### src/rtl/sevseg_pkg.sv
// ============================================================================
// Module      : sevseg_pkg
// Description : Shared constants for active-low 7-segment display blocks.
// Revision    : 1.0 - initial release
// ============================================================================
`default_nettype none

package sevseg_pkg;

  // Segment bit order within a 7-bit cathode vector: bit 0 = a ... bit 6 = g.
  typedef enum int unsigned {
    SEG_A = 0,
    SEG_B = 1,
    SEG_C = 2,
    SEG_D = 3,
    SEG_E = 4,
    SEG_F = 5,
    SEG_G = 6
  } seg_bit_e;

  localparam logic [6:0] SEG_0   = 7'h40;
  localparam logic [6:0] SEG_1   = 7'h79;
  localparam logic [6:0] SEG_2   = 7'h24;
  localparam logic [6:0] SEG_3   = 7'h30;
  localparam logic [6:0] SEG_4   = 7'h19;
  localparam logic [6:0] SEG_5   = 7'h12;
  localparam logic [6:0] SEG_6   = 7'h02;
  localparam logic [6:0] SEG_7   = 7'h78;
  localparam logic [6:0] SEG_8   = 7'h00;
  localparam logic [6:0] SEG_9   = 7'h10;
  localparam logic [6:0] SEG_HA  = 7'h08;
  localparam logic [6:0] SEG_HB  = 7'h03;
  localparam logic [6:0] SEG_HC  = 7'h46;
  localparam logic [6:0] SEG_HD  = 7'h21;
  localparam logic [6:0] SEG_HE  = 7'h06;
  localparam logic [6:0] SEG_HF  = 7'h0E;
  localparam logic [6:0] SEG_OFF = 7'h7F;

endpackage

`default_nettype wire

### src/rtl/sevseg_scan_if.sv
// ============================================================================
// Module      : sevseg_scan_if
// Description : Display data in / anode-cathode pins out for sevseg_scan.
// Revision    : 1.0 - initial release
// ============================================================================
`default_nettype none

interface sevseg_scan_if #(
  parameter int NUM_DIGITS = 4
) ();

  logic                      en;
  logic [4*NUM_DIGITS-1:0]   digits;
  logic [NUM_DIGITS-1:0]     dp;
  logic [NUM_DIGITS-1:0]     blank;
  logic [NUM_DIGITS-1:0]     an_o;
  logic [6:0]                seg_o;
  logic                      dp_o;

  modport master (
    output en, digits, dp, blank,
    input  an_o, seg_o, dp_o
  );

  modport slave (
    input  en, digits, dp, blank,
    output an_o, seg_o, dp_o
  );

endinterface

`default_nettype wire

### src/rtl/sevseg_decode.sv
// ============================================================================
// Module      : sevseg_decode
// Description : Combinational hex nibble to active-low 7-segment decoder.
// Revision    : 1.0 - initial release
// ============================================================================
`default_nettype none

module sevseg_decode
  import sevseg_pkg::*;
(
  input  logic [3:0] nibble,
  output logic [6:0] seg
);

  always_comb begin
    seg = SEG_OFF;
    case (nibble)
      4'h0: seg = SEG_0;
      4'h1: seg = SEG_1;
      4'h2: seg = SEG_2;
      4'h3: seg = SEG_3;
      4'h4: seg = SEG_4;
      4'h5: seg = SEG_5;
      4'h6: seg = SEG_6;
      4'h7: seg = SEG_7;
      4'h8: seg = SEG_8;
      4'h9: seg = SEG_9;
      4'hA: seg = SEG_HA;
      4'hB: seg = SEG_HB;
      4'hC: seg = SEG_HC;
      4'hD: seg = SEG_HD;
      4'hE: seg = SEG_HE;
      4'hF: seg = SEG_HF;
      default: seg = SEG_OFF;
    endcase
  end

endmodule

`default_nettype wire

### src/rtl/sevseg_scan.sv
// ============================================================================
// Module      : sevseg_scan
// Description : N-digit time-multiplexed common-anode 7-segment scanner with
//               per-digit dp/blank and anti-ghosting dead time.
//               Optional macro SEVSEG_LZ_BLANK_EN: leading-zero suppression.
// Revision    : 1.0 - initial release
// ============================================================================
`default_nettype none

module sevseg_scan
  import sevseg_pkg::*;
#(
  parameter int NUM_DIGITS = 4,
  parameter int DIV        = 50000,
  parameter int DEAD       = 2
) (
  input  logic          clk,
  input  logic          rst_n,
  sevseg_scan_if.slave  bus
);

  localparam int                    CW       = (DIV > 1) ? $clog2(DIV) : 1;
  localparam int                    IW       = $clog2(NUM_DIGITS);
  localparam logic [CW-1:0]         CNT_LAST = CW'(DIV - 1);
  localparam logic [IW-1:0]         IDX_LAST = IW'(NUM_DIGITS - 1);
  localparam logic [NUM_DIGITS-1:0] AN_OFF   = '1;

  logic [CW-1:0]         cnt;
  logic [CW-1:0]         cnt_n;
  logic [IW-1:0]         idx;
  logic [IW-1:0]         idx_n;
  logic                  tick;
  logic                  in_dead;
  logic [3:0]            nibble;
  logic [6:0]            seg_dec;
  logic                  dark;
  logic [NUM_DIGITS-1:0] lz_blank;

  assign tick = (cnt == CNT_LAST);

  // Outputs are registered from the next-state view so they line up with cnt/idx.
  always_comb begin
    cnt_n = '0;
    idx_n = '0;
    if (bus.en) begin
      cnt_n = tick ? '0 : cnt + CW'(1);
      idx_n = idx;
      if (tick) begin
        idx_n = (idx == IDX_LAST) ? '0 : idx + IW'(1);
      end
    end
  end

  generate
    if (DEAD > 0) begin : g_dead
      assign in_dead = (cnt_n < CW'(DEAD));
    end else begin : g_no_dead
      assign in_dead = 1'b0;
    end
  endgenerate

  assign nibble = bus.digits[{idx_n, 2'b00} +: 4];

  sevseg_decode u_decode (
    .nibble (nibble),
    .seg    (seg_dec)
  );

`ifdef SEVSEG_LZ_BLANK_EN
  // Suppression runs from the top digit down and stops at the first nonzero or dp.
  logic lz_run;
  always_comb begin
    lz_blank = '0;
    lz_run   = 1'b1;
    for (int k = NUM_DIGITS - 1; k >= 1; k--) begin
      lz_run      = lz_run && (bus.digits[4*k +: 4] == 4'h0) && !bus.dp[k];
      lz_blank[k] = lz_run;
    end
  end
`else
  assign lz_blank = '0;
`endif

  assign dark = bus.blank[idx_n] | lz_blank[idx_n];

  always_ff @(posedge clk) begin
    if (!rst_n) begin
      cnt       <= '0;
      idx       <= '0;
      bus.an_o  <= AN_OFF;
      bus.seg_o <= SEG_OFF;
      bus.dp_o  <= 1'b1;
    end else begin
      cnt <= cnt_n;
      idx <= idx_n;
      if (!bus.en) begin
        bus.an_o  <= AN_OFF;
        bus.seg_o <= SEG_OFF;
        bus.dp_o  <= 1'b1;
      end else begin
        bus.an_o  <= in_dead ? AN_OFF : ~(NUM_DIGITS'(1) << idx_n);
        bus.seg_o <= dark ? SEG_OFF : seg_dec;
        bus.dp_o  <= dark | ~bus.dp[idx_n];
      end
    end
  end

endmodule

`default_nettype wire

### src/flat_wrapper.sv
// flat-port wrapper written by rule: the top's interface ports become plain ports
module sevseg_scan_flat import sevseg_pkg::*;
#(
  parameter int NUM_DIGITS = 4,
  parameter int DIV        = 50000,
  parameter int DEAD       = 2
)
  (clk, rst_n, bus_en, bus_digits, bus_dp, bus_blank, bus_an_o, bus_seg_o, bus_dp_o);
  sevseg_scan_if #(.NUM_DIGITS(NUM_DIGITS)) bus_i ();
  input  logic clk;
  input  logic rst_n;
  input wire logic [$bits(bus_i.en)-1:0] bus_en;
  input wire logic [$bits(bus_i.digits)-1:0] bus_digits;
  input wire logic [$bits(bus_i.dp)-1:0] bus_dp;
  input wire logic [$bits(bus_i.blank)-1:0] bus_blank;
  output wire logic [$bits(bus_i.an_o)-1:0] bus_an_o;
  output wire logic [$bits(bus_i.seg_o)-1:0] bus_seg_o;
  output wire logic [$bits(bus_i.dp_o)-1:0] bus_dp_o;
  assign bus_i.en = bus_en;
  assign bus_i.digits = bus_digits;
  assign bus_i.dp = bus_dp;
  assign bus_i.blank = bus_blank;
  assign bus_an_o = bus_i.an_o;
  assign bus_seg_o = bus_i.seg_o;
  assign bus_dp_o = bus_i.dp_o;
  sevseg_scan #(.NUM_DIGITS(NUM_DIGITS), .DIV(DIV), .DEAD(DEAD)) u_core (.clk(clk), .rst_n(rst_n), .bus(bus_i));
endmodule
### config.mk
export PLATFORM = sky130hd
export DESIGN_NAME = sevseg_scan_flat
export DESIGN_NICKNAME = d
export VERILOG_FILES = /design/src/rtl/sevseg_pkg.sv /design/src/rtl/sevseg_scan_if.sv /design/src/rtl/sevseg_decode.sv /design/src/rtl/sevseg_scan.sv /design/src/flat_wrapper.sv
export SDC_FILE = /design/constraint.sdc
export NUM_CORES = 1
export LEC_CHECK = 0
export ABC_CLOCK_PERIOD_IN_PS = 3600
export BUFFER_PORTS_ARGS = -buffer_cell sky130_fd_sc_hd__buf_4
export CORE_ASPECT_RATIO = 0.8
export CORE_UTILIZATION = 45
export DETAILED_ROUTE_END_ITERATION = 8
export PLACE_DENSITY = 0.79
export SLEW_MARGIN = 20
export SYNTH_ARGS = -nofsm -noshare
export SYNTH_HDL_FRONTEND = slang
export SYNTH_SLANG_ARGS = --single-unit
### constraint.sdc
create_clock -name clk -period 3.6 [get_ports clk]
set_clock_uncertainty 0.05 [all_clocks]
set_input_delay 0 -clock clk [delete_from_list [all_inputs] [get_ports clk]]
set_output_delay 0 -clock clk [all_outputs]
set_load 0.02 [all_outputs]
==> results by group <==
Status
  – Status: finished, final reports clean

Floorplan
  – Die Span Y: 56.7 µm
  – Initial Util: 48.2%
  – Width of the die: 70.4 µm
  – Die area: 0.00400 mm²
  – Rows: 19
  – Boundary Pins: 39
  – Core Box Area: 0.00349 mm²

Synth
  – Largest area contributor in the netlist: dfxtp_1
  – Synth top area share: 35.6%
  – Synth Area in XOR/XNOR: 7.80%
  – Post-synth EDFFs: 0
  – Compound-Gate Fraction of Synth Area: 14.9%
  – Netlist Area Pre-Place: 0.00169 mm²
  – Combinational family with the most area after synthesis: simple AND/OR/NAND/NOR gates
  – Adder-Cell Fraction of Synth Area: 6.68%
  – Ranking of synthesized cells by area: dfxtp_1 36%, ha_1 6.7%, nor2_1 5.1%, xnor2_1 4.2%, nand2_1 4.0%
  – Syn_nets: 230
  – YS warnings: 0
  – Mux contribution to synthesized area: 4.23%
  – Synth Area in Simple Gates: 27.2%
  – Cell with the most instances after synthesis: dfxtp_1
  – Synth unique cells: 47
  – Register area share after synthesis: 35.6%
  – Gate Count Post-Synth: 194
  – Synth top cells by count: 30 x dfxtp_1, 23 x nor2_1, 18 x nand2_1
  – Syn avg cell area: 8.69 µm²
  – Top FF cell, synth: dfxtp_1
  – Post-synth ARST share: 0%
  – Synthesized flop and latch total: 30

STA
  – Final setup fails: 0
  – Slew @ Worst Pin: 620 ps
  – Slew HR: 57.5%
  – RSZ-0062 raised after global routing: false
  – Setup_tns: 0 ps
  – Final Cycle Share: 94.1%
  – Final hold vios: 0
  – Fin. max-slew vios: 0
  – Highest clock rate: 295 MHz
  – Final hold slack: 26.8 ps
  – Setup WS post-layout: 212 ps
  – Minimum clock period: 3390 ps

Clock network
  – Clock sink total: 30
  – Max clock buf depth: 2
  – Clock Root Buffer: clkbuf_8
  – H-tree lvl count: 2
  – Clock buffer count from CTS: 5
  – Clock latency on the worst-skew pair: 280 ps
  – Reg clk slew, reported paths: 70 ps
  – CTS tree: built

Worst setup path
  – Setup crit end kind: register
  – Crit Path Category: reg2reg
  – CP Data Required Time: 3720 ps
  – CP Launch Type: register
  – WP data arrival: 3510 ps
  – CP Max Fanout: 6

Detailed routing
  – DRT Pass-1 Iters: 6
  – Wire per inst: 14.0 µm
  – Drt total wl: 4010 µm
  – Vias: 1553
  – Initial drt markers: 136
  – Drc violations: 0
  – Via density: 5.43
  – Remaining antenna violation count: 0

Power
  – Seq pwr share: 48.4%
  – Pwr per Cell Area: 323 mW/mm²
  – Gate power share: 11.2%
  – Pleak: 0.876 nW
  – P_sw: 0.000172 W
  – Int Pwr: 0.000530 W
  – Switching share of total power: 24.5%
  – Total power: 0.000701 W
  – Max rail drop VDD: 0.212 mV
  – Clock Power Share: 40.4%

Global route
  – All-Layer GR Usage: 20.3%
  – Antenna violations before repair: 0
  – Largest net degree at the start of global routing: 17
  – GRT overflow: 0
  – Vias in the first global route: 1386
  – First-pass GRT wire length: 6250 µm

Final layout
  – Share of cells above drive strength 1: 27.0%
  – Nets: 279
  – Area growth syn-to-layout: 29.0%
  – Number of diodes: 0
  – Non-filler cells, final: 286

Placement
  – Placed Instances: 274
  – Post-DP HPWL: 2960 µm
  – Worst slack at placement: 266 ps
  – RD Place Congestion: 0.898
  – PortBufs: 38

Worst hold path
  – Worst hold path type: in2reg

Flow run
  – Max_cap viols: 0
==> state kept, by name (all words and copies together), names as in the netlist <==
signal            count
u_core.bus.seg_o      7
u_core.bus.dp_o       1
u_core.cnt           16
u_core.bus.an_o       4
u_core.idx            2
==> worst paths after layout <==
| kind | startpoint | cells after the start | slack, ps | to |
|---|---|---|---|---|
| setup reg to reg | u_core.cnt[0] | 13 | 210 | u_core.bus.seg_o[3] |
| setup / recovery | u_core.cnt[0] | 13 | 210 | u_core.bus.seg_o[3] |
| hold / removal | bus_dp[1] | 3 | 30 | u_core.bus.dp_o |
| hold reg to reg | u_core.cnt[0] | 1 | 440 | u_core.cnt[0] |
==> metal layers <==
metal / vias to the layer above / GRT usage (%) / share of wire (%)
met3: 7 / 5.39 / 7.2
met2: 58 / 28.4 / 42
met1: 697 / 29.7 / 50
met4: 0 / 6.29 / 1.2
li1: 791 / - / -
met5: - / 0 / 0
==> power groups by stage <==
| stage | Combinational (W) | Clock, W | Sequential, W |
|---|---|---|---|
| 3_3_place_gp | 0.0000759 | 0 | 0.000347 |
| 4_1_cts | 0.0000780 | 0.000284 | 0.000339 |
| 3_5_place_dp | 0.0000762 | 0 | 0.000347 |
| 2_1_floorplan | 0.0000361 | 0 | 0.000351 |
| 6_report | 0.0000786 | 0.000284 | 0.000339 |
| 5_1_grt | 0.0000856 | 0.000301 | 0.000340 |
==> cell type report <==
cell class | instances | area, µm²
clock buffers | 6 | 82.6
clock inverters | 2 | 12.5
fillers | 300 | 1320
inverters | 8 | 30.0
multi-input cells | 150 | 1030
flip-flops and latches | 30 | 601
well taps | 42 | 52.6
repair buffers | 48 | 365
==> logic make-up after synthesis <==
logic type,count (synthesis)
xor gates and xnor gates,15
AOI/OAI and AO/OA,33
buffers and inverters,14
DFF,30
adders and majority gates,9
and+or+nand+nor,86
muxes,7
==> worst max-delay path, cell delays in order (launching register included) <==
cell	delay [ps]
dfxtp_1	410
ha_1	250
nand3_1	200
nor4_4	380
buf_4	170
mux2i_1	540
a222oi_1	140
nand2_1	190
inv_1	140
ha_1	320
inv_1	40
mux2i_1	130
a22oi_1	100
or2_1	220
==> repair_timing <==
item	CTS	global route
gates resized for setup	0	1
setup buffers	0	2
hold buffers	2	0
endpoints found under the setup margin	0	2
hold endpoints to repair	3	0
==> cell usage in the layout (no fill, tap or decap), types with 4 or more instances in the layout <==
cell / synthesis / final
a21oi_1: 4 / 4
a222oi_1: 5 / 5
buf_4: 0 / 46
clkbuf_8: 0 / 6
dfxtp_1: 30 / 30
ha_1: 9 / 9
inv_1: 8 / 8
mux2i_1: 6 / 6
nand2_1: 18 / 18
nand3_1: 11 / 11
nor2_1: 23 / 23
nor2b_1: 4 / 4
nor3_1: 5 / 5
o21ai_0: 4 / 4
xnor2_1: 8 / 8
xor2_1: 7 / 7
==> metrics by stage <==
stage	instance area (µm²)	util [%]
6_report	2170	62.2
5_1_grt	2170	62.2
4_1_cts	2150	61.6
3_5_place_dp	2040	58.3
3_3_place_gp	2040	58.3
2_1_floorplan	1690	-
Note: power is estimated with default switching activity, not from simulation.
